===== src/rtl/seq_factorial_engine.sv =====
// -----------------------------------------------------------------------------
// seq_factorial_engine
//
// Multi-cycle factorial unit. An unsigned operand is captured on a start
// handshake and the accumulator is multiplied by a down-counter once per
// clock until the counter reaches 1. The result is published with a
// one-cycle done pulse together with an overflow flag.
//
// Optional build macro:
//   FACT_EARLY_ABORT_EN - when defined, the operation stops on the first
//                         partial product that does not fit in RES_WIDTH bits.
//                         done pulses on that edge, overflow=1 and result is
//                         saturated to all ones. When undefined, iteration
//                         always runs to completion and result = n! mod
//                         2^RES_WIDTH.
//
// Parameters:
//   N_WIDTH   - operand width (operand range 0 .. 2^N_WIDTH-1)
//   RES_WIDTH - result width, must be >= N_WIDTH
//
// Ports:
//   clk      in   system clock, rising edge
//   rst      in   asynchronous active-high reset
//   start    in   request, sampled only while ready=1
//   num      in   operand, captured on the accepting edge
//   abort    in   cancels an in-flight computation (no done pulse)
//   ready    out  high in IDLE
//   busy     out  high in CALC
//   done     out  one-cycle pulse, result/overflow valid
//   result   out  n! (or its overflow variant), held until next accept
//   overflow out  a partial product exceeded RES_WIDTH bits
// -----------------------------------------------------------------------------
module seq_factorial_engine #(
    parameter int N_WIDTH   = 8,
    parameter int RES_WIDTH = 32
) (
    input  logic                 clk,
    input  logic                 rst,
    input  logic                 start,
    input  logic [N_WIDTH-1:0]   num,
    input  logic                 abort,
    output logic                 ready,
    output logic                 busy,
    output logic                 done,
    output logic [RES_WIDTH-1:0] result,
    output logic                 overflow
);

    localparam int P_WIDTH = RES_WIDTH + N_WIDTH;

    typedef enum logic {
        S_IDLE = 1'b0,
        S_CALC = 1'b1
    } state_t;

    state_t                 r_state;
    logic [RES_WIDTH-1:0]   r_acc;
    logic [N_WIDTH-1:0]     r_cnt;
    logic                   r_ready;
    logic                   r_busy;
    logic                   r_done;
    logic [RES_WIDTH-1:0]   r_result;
    logic                   r_overflow;

    // Full-width product: the bits above RES_WIDTH tell us whether this step
    // overflowed, the low bits are the truncated next accumulator value.
    logic [P_WIDTH-1:0]     w_prod;
    logic                   w_prod_ovf;
    logic                   w_last;

    assign w_prod     = P_WIDTH'(r_acc) * P_WIDTH'(r_cnt);
    assign w_prod_ovf = |w_prod[P_WIDTH-1:RES_WIDTH];
    // cnt of 0 or 1 means no multiply is left; this makes 0! and 1! finish
    // one edge after acceptance with acc still at 1.
    assign w_last     = (r_cnt <= N_WIDTH'(1));

    always_ff @(posedge clk or posedge rst) begin
        if (rst) begin
            r_state    <= S_IDLE;
            r_acc      <= '0;
            r_cnt      <= '0;
            r_ready    <= 1'b1;
            r_busy     <= 1'b0;
            r_done     <= 1'b0;
            r_result   <= '0;
            r_overflow <= 1'b0;
        end else begin
            // done is a pulse: only the completing edge below re-asserts it.
            r_done <= 1'b0;

            case (r_state)
                S_IDLE: begin
                    if (start) begin
                        r_state    <= S_CALC;
                        r_acc      <= RES_WIDTH'(1);
                        r_cnt      <= num;
                        r_overflow <= 1'b0;
                        r_ready    <= 1'b0;
                        r_busy     <= 1'b1;
                    end
                end

                S_CALC: begin
                    if (abort) begin
                        // Cancel: result is left untouched, no done pulse.
                        r_state <= S_IDLE;
                        r_ready <= 1'b1;
                        r_busy  <= 1'b0;
                    end else if (w_last) begin
                        r_state  <= S_IDLE;
                        r_ready  <= 1'b1;
                        r_busy   <= 1'b0;
                        r_result <= r_acc;
                        r_done   <= 1'b1;
                    end else begin
`ifdef FACT_EARLY_ABORT_EN
                        if (w_prod_ovf) begin
                            // First overflowing step ends the operation with
                            // a saturated result.
                            r_state    <= S_IDLE;
                            r_ready    <= 1'b1;
                            r_busy     <= 1'b0;
                            r_result   <= '1;
                            r_overflow <= 1'b1;
                            r_done     <= 1'b1;
                        end else begin
                            r_acc <= w_prod[RES_WIDTH-1:0];
                            r_cnt <= r_cnt - N_WIDTH'(1);
                        end
`else
                        r_acc <= w_prod[RES_WIDTH-1:0];
                        r_cnt <= r_cnt - N_WIDTH'(1);
                        // Sticky for the rest of the operation.
                        if (w_prod_ovf) begin
                            r_overflow <= 1'b1;
                        end
`endif
                    end
                end

                default: begin
                    r_state <= S_IDLE;
                    r_ready <= 1'b1;
                    r_busy  <= 1'b0;
                end
            endcase
        end
    end

    assign ready    = r_ready;
    assign busy     = r_busy;
    assign done     = r_done;
    assign result   = r_result;
    assign overflow = r_overflow;

endmodule


===== config.mk =====
export PLATFORM = sky130hd
export DESIGN_NAME = seq_factorial_engine
export DESIGN_NICKNAME = d
export VERILOG_FILES = /design/src/rtl/seq_factorial_engine.sv
export SDC_FILE = /design/constraint.sdc
export NUM_CORES = 1
export LEC_CHECK = 0
export BUFFER_PORTS_ARGS = -buffer_cell sky130_fd_sc_hd__buf_2
export CAP_MARGIN = 5
export CORE_MARGIN = 5
export CORE_UTILIZATION = 58
export DETAILED_ROUTE_END_ITERATION = 8
export PLACE_DENSITY_LB_ADDON = 0.25
export REMOVE_ABC_BUFFERS = 1
export SYNTH_ARGS = -nofsm -noshare
export SYNTH_HDL_FRONTEND = slang
export SYNTH_SLANG_ARGS = --single-unit
export TNS_END_PERCENT = 20

===== constraint.sdc =====
create_clock -name clk -period 5.33 [get_ports clk]
set_clock_uncertainty 0.15 [all_clocks]
set_input_delay 1.066 -clock clk [delete_from_list [all_inputs] [get_ports clk]]
set_output_delay 1.066 -clock clk [all_outputs]
set_load 0.03 [all_outputs]

==> report_table.html <==
<table>
<tr><th>Metric</th><th>Value</th></tr>
<tr><th colspan="2">Die</th></tr>
<tr><td>Floorplan die width</td><td>149 µm</td></tr>
<tr><td>Starting density of the core</td><td>59.4%</td></tr>
<tr><td>Core region area</td><td>0.0188 mm²</td></tr>
<tr><td>Top-level I/O count</td><td>48</td></tr>
<tr><td>Cell Rows</td><td>50</td></tr>
<tr><td>Overall die area</td><td>0.0222 mm²</td></tr>
<tr><td>Die Y</td><td>149 µm</td></tr>
<tr><th colspan="2">Worst hold path</th></tr>
<tr><td>Start point of the worst min-delay path</td><td>result[31]</td></tr>
<tr><td>Hold Crit Depth</td><td>1</td></tr>
<tr><td>Endpoint, Worst Hold</td><td>result[31]</td></tr>
<tr><td>Class of the tightest hold or removal check</td><td>reg2reg</td></tr>
<tr><th colspan="2">Critical path</th></tr>
<tr><td>End of the worst register-to-register path</td><td>overflow</td></tr>
<tr><td>Levels on crit path</td><td>19</td></tr>
<tr><td>Buffer and inverter count on the worst path</td><td>4</td></tr>
<tr><td>Data arrival time of the critical path</td><td>5.59 ns</td></tr>
<tr><td>Delay-heaviest family, CP</td><td>adder cells</td></tr>
<tr><td>Slack of the worst reg-to-reg path</td><td>-0.18 ns</td></tr>
<tr><td>Slowest CP cell</td><td>fa_1</td></tr>
<tr><td>Worst Reg2Reg Path Length in Cells</td><td>19</td></tr>
<tr><td>Type of the setup path with the least slack</td><td>reg2reg</td></tr>
<tr><td>Data required, critical path</td><td>5.41 ns</td></tr>
<tr><td>Slowest Stage Delay on Critical Path</td><td>0.52 ns</td></tr>
<tr><td>CP max FO</td><td>6</td></tr>
<tr><td>Startpoint of the worst register-to-register path</td><td>r_cnt[6]</td></tr>
<tr><td>Crit. End Element</td><td>flip-flop</td></tr>
<tr><td>Critical Path Most Common Cell</td><td>fa_1</td></tr>
<tr><td>Startpoint kind of the worst setup timing path</td><td>flip-flop</td></tr>
<tr><td>Crit-path cells</td><td>buf_12 &gt; buf_4 &gt; and2_1 &gt; fa_1 &gt; fa_1 &gt; fa_1 &gt; inv_1 &gt; fa_1 &gt; inv_1 &gt; ha_2 &gt; a21o_1 &gt; a211o_1 &gt; a31o_1 &gt; a31oi_2 &gt; a21oi_2 &gt; or3_1 &gt; a221oi_2 &gt; o211a_1 &gt; a41oi_2</td></tr>
<tr><th colspan="2">Clocking</th></tr>
<tr><td>CTS sink count</td><td>77</td></tr>
<tr><td>TritonCTS clock tree</td><td>built</td></tr>
<tr><td>CTS max path bufs</td><td>2</td></tr>
<tr><td>Hold buffer count at cts</td><td>0</td></tr>
<tr><td>Clk root buf</td><td>clkbuf_16</td></tr>
<tr><td>Number of buffers created by CTS</td><td>9</td></tr>
<tr><td>Clk Latency, worst-skew pair</td><td>0.36 ns</td></tr>
<tr><td>Clock transition time at the flip-flop clock pins of the worst setup and hold paths</td><td>0.08 ns</td></tr>
<tr><td>Maximum level of the CTS H-tree</td><td>3</td></tr>
<tr><th colspan="2">Timing</th></tr>
<tr><td>Achievable Freq</td><td>0.181 GHz</td></tr>
<tr><td>Setup repair after global routing missed its margin</td><td>yes</td></tr>
<tr><td>Fin crit period</td><td>5.51 ns</td></tr>
<tr><td>Final Max Slew Viols</td><td>0</td></tr>
<tr><td>Slew at the pin closest to its max-slew limit</td><td>0.726 ns</td></tr>
<tr><td>Final Cycle Share</td><td>103%</td></tr>
<tr><td>Worst slew margin relative to its limit</td><td>51.1%</td></tr>
<tr><td>Worst path setup slack after routing</td><td>-0.180 ns</td></tr>
<tr><td>Hold violation total from the final report</td><td>0</td></tr>
<tr><td>Number of setup violations in the final report</td><td>1</td></tr>
<tr><th colspan="2">Detailed routing</th></tr>
<tr><td>Count of routing violations after the opening detailed-route iteration</td><td>690</td></tr>
<tr><td>Remaining number of nets flagged by the antenna check after routing</td><td>0</td></tr>
<tr><td>Number of detailed-route iterations in the first pass</td><td>6</td></tr>
<tr><td>Wire per inst</td><td>18.3 µm</td></tr>
<tr><td>Via count</td><td>9,135</td></tr>
<tr><td>DRC violation count after routing</td><td>0</td></tr>
<tr><td>Via/cell ratio</td><td>5.71</td></tr>
<tr><td>Wire length after detailed routing</td><td>29,300 µm</td></tr>
<tr><th colspan="2">Logic synthesis</th></tr>
<tr><td>Post-synthesis sequential area ratio</td><td>17.2%</td></tr>
<tr><td>Async set-reset flop share out of synthesis</td><td>100%</td></tr>
<tr><td>Post-synthesis average cell area</td><td>9.21 µm²</td></tr>
<tr><td>Synth warnings</td><td>0</td></tr>
<tr><td>Synthesized cell area</td><td>0.0112 mm²</td></tr>
<tr><td>Top FF cell, synth</td><td>dfrtp_1</td></tr>
<tr><td>Cell variety after synth</td><td>57</td></tr>
<tr><td>Number of enable-type register cells in the synthesized netlist</td><td>0</td></tr>
<tr><td>Cells after Synth</td><td>1,215</td></tr>
<tr><td>Register bit count reported by yosys</td><td>77</td></tr>
<tr><th colspan="2">Global route</th></tr>
<tr><td>Number of antenna violations at the first check in global routing</td><td>0</td></tr>
<tr><td>Total congestion overflow</td><td>0</td></tr>
<tr><td>Vias in the first global route</td><td>9,788</td></tr>
<tr><td>First-pass GRT wire length</td><td>48,400 µm</td></tr>
<tr><td>Overall track demand over capacity in global routing</td><td>27.3%</td></tr>
<tr><td>Maximum number of pins on one net before global-route repair</td><td>58</td></tr>
<tr><th colspan="2">Cells and area</th></tr>
<tr><td>Antenna diodes</td><td>0</td></tr>
<tr><td>Count of nets after finishing</td><td>1,588</td></tr>
<tr><td>Design area</td><td>0.0131 mm²</td></tr>
<tr><td>Share of the core filled with cells</td><td>69.6%</td></tr>
<tr><td>Synthesis-to-layout area growth</td><td>17.1%</td></tr>
<tr><td>Ratio of cells with drive above 1 in the final layout</td><td>20.2%</td></tr>
<tr><th colspan="2">Placed design</th></tr>
<tr><td>DP HPWL</td><td>22,200 µm</td></tr>
<tr><td>Routability congestion estimate</td><td>0.931</td></tr>
<tr><td>Placed cell area</td><td>0.0123 mm²</td></tr>
<tr><td>Total of buffers placed on input and output ports</td><td>47</td></tr>
<tr><td>Post-Place Worst Slack</td><td>-0.319 ns</td></tr>
<tr><th colspan="2">Flow run</th></tr>
<tr><td>Total of max-cap violations</td><td>0</td></tr>
<tr><th colspan="2">Status</th></tr>
<tr><td>Violated checks</td><td>setup timing</td></tr>
<tr><td>Outcome</td><td>finished, violations left</td></tr>
</table>
[placed cells by master, fill, tap and decap left out, types with 45 or more instances in the layout]
cell type / Yosys / layout
fa_1: 180 / 179
a21oi_1: 51 / 45
and2_1: 213 / 212
o21ai_0: 57 / 52
dfrtp_1: 76 / 72
buf_4: 1 / 116
buf_2: 0 / 48
ha_1: 62 / 52
inv_1: 174 / 170
nand2_1: 97 / 95
[registers in the layout (all words and copies together) (netlist names)]
signal,cells
r_acc,32
done,1
ready,1
result,32
r_cnt,8
r_state,1
busy,1
overflow,1
[worst max path at each step]
stage | from | end | slack [ns]
floorplan | r_cnt[2] | overflow | 0.04
global placement | r_cnt[2] | overflow | -0.24
detailed placement | r_cnt[2] | overflow | -0.32
CTS | r_cnt[5] | overflow | -0.02
global route | r_cnt[5] | overflow | -0.25
finish | r_cnt[6] | overflow | -0.18
[area by class of cell]
class / instances / area [µm²]
Multi-Input combinational cell: 898 / 8620
Fill cell: 1388 / 5730
Sequential cell: 77 / 1930
Timing Repair Buffer: 174 / 1280
Inverter: 174 / 654
Tap cell: 260 / 325
Clock buffer: 9 / 225
Clock inverter: 7 / 66.3
[synthesized netlist by cell type (all sizes together) (3+ instances only)]
cell,number,area [µm²]
and3,5,31.3
buf,6,26.3
nand3,37,185
nor2,32,120
xor2,15,131
nor4,5,31.3
dfrtp,76,1900
nand2,97,364
nand4,10,62.6
o211ai,4,30.0
a221o,3,30.0
nor2b,5,31.3
a21oi,52,264
a211oi,3,22.5
a211o,3,26.3
a31oi,7,43.8
fa,180,3600
xnor2,16,140
nor3,5,30.0
a21o,11,82.6
inv,174,653
ha,62,776
o21ai,59,295
clkbuf,60,225
o21bai,10,78.8
mux2,32,360
and2,213,1330
[repair_timing]
| action | 4_1_cts | 5_1_grt |
|---|---|---|
| resized for setup | 11 | 49 |
| endpoints found under the hold margin | 0 | 0 |
| cloned | 0 | 1 |
| pin swaps | 4 | 41 |
| buffers inserted | 7 | 13 |
| setup endpoints to repair | 6 | 9 |
[cell families after synthesis]
family | synth area share, %
adders and majority gates | 39.1
DFF | 17.2
AOI/OAI and AO/OA | 9.62
buffers and inverters | 8.09
and+or+nand+nor | 20.3
xor gates and xnor gates | 2.43
muxes | 3.22
[per-stage QoR]
| stage | hold slack [ns] | setup TNS (ns) | instances |
|---|---|---|---|
| after CTS | 0.355 | -0.0215 | 1585 |
| after global placement | 0.324 | -0.296 | 1562 |
| final | 0.352 | -0.180 | 1599 |
| after detailed placement | 0.340 | -0.494 | 1562 |
| after floorplan | 0.383 | 0 | 1149 |
| after global routing | 0.359 | -0.370 | 1599 |
[routing by layer]
| metal | global-route usage (%) | up-vias | wire length (µm) |
|---|---|---|---|
| met2 | 48.1 | 355 | 15300 |
| met3 | 3.95 | 80 | 1810 |
| met1 | 34.4 | 4617 | 11300 |
| met4 | 9.75 | 0 | 894 |
| li1 | - | 4083 | - |
| met5 | 0 | - | 0 |
Power is left out: the tool's default activity adds up to more than one toggle a clock period on the data nets, which glitch-free logic cannot reach.
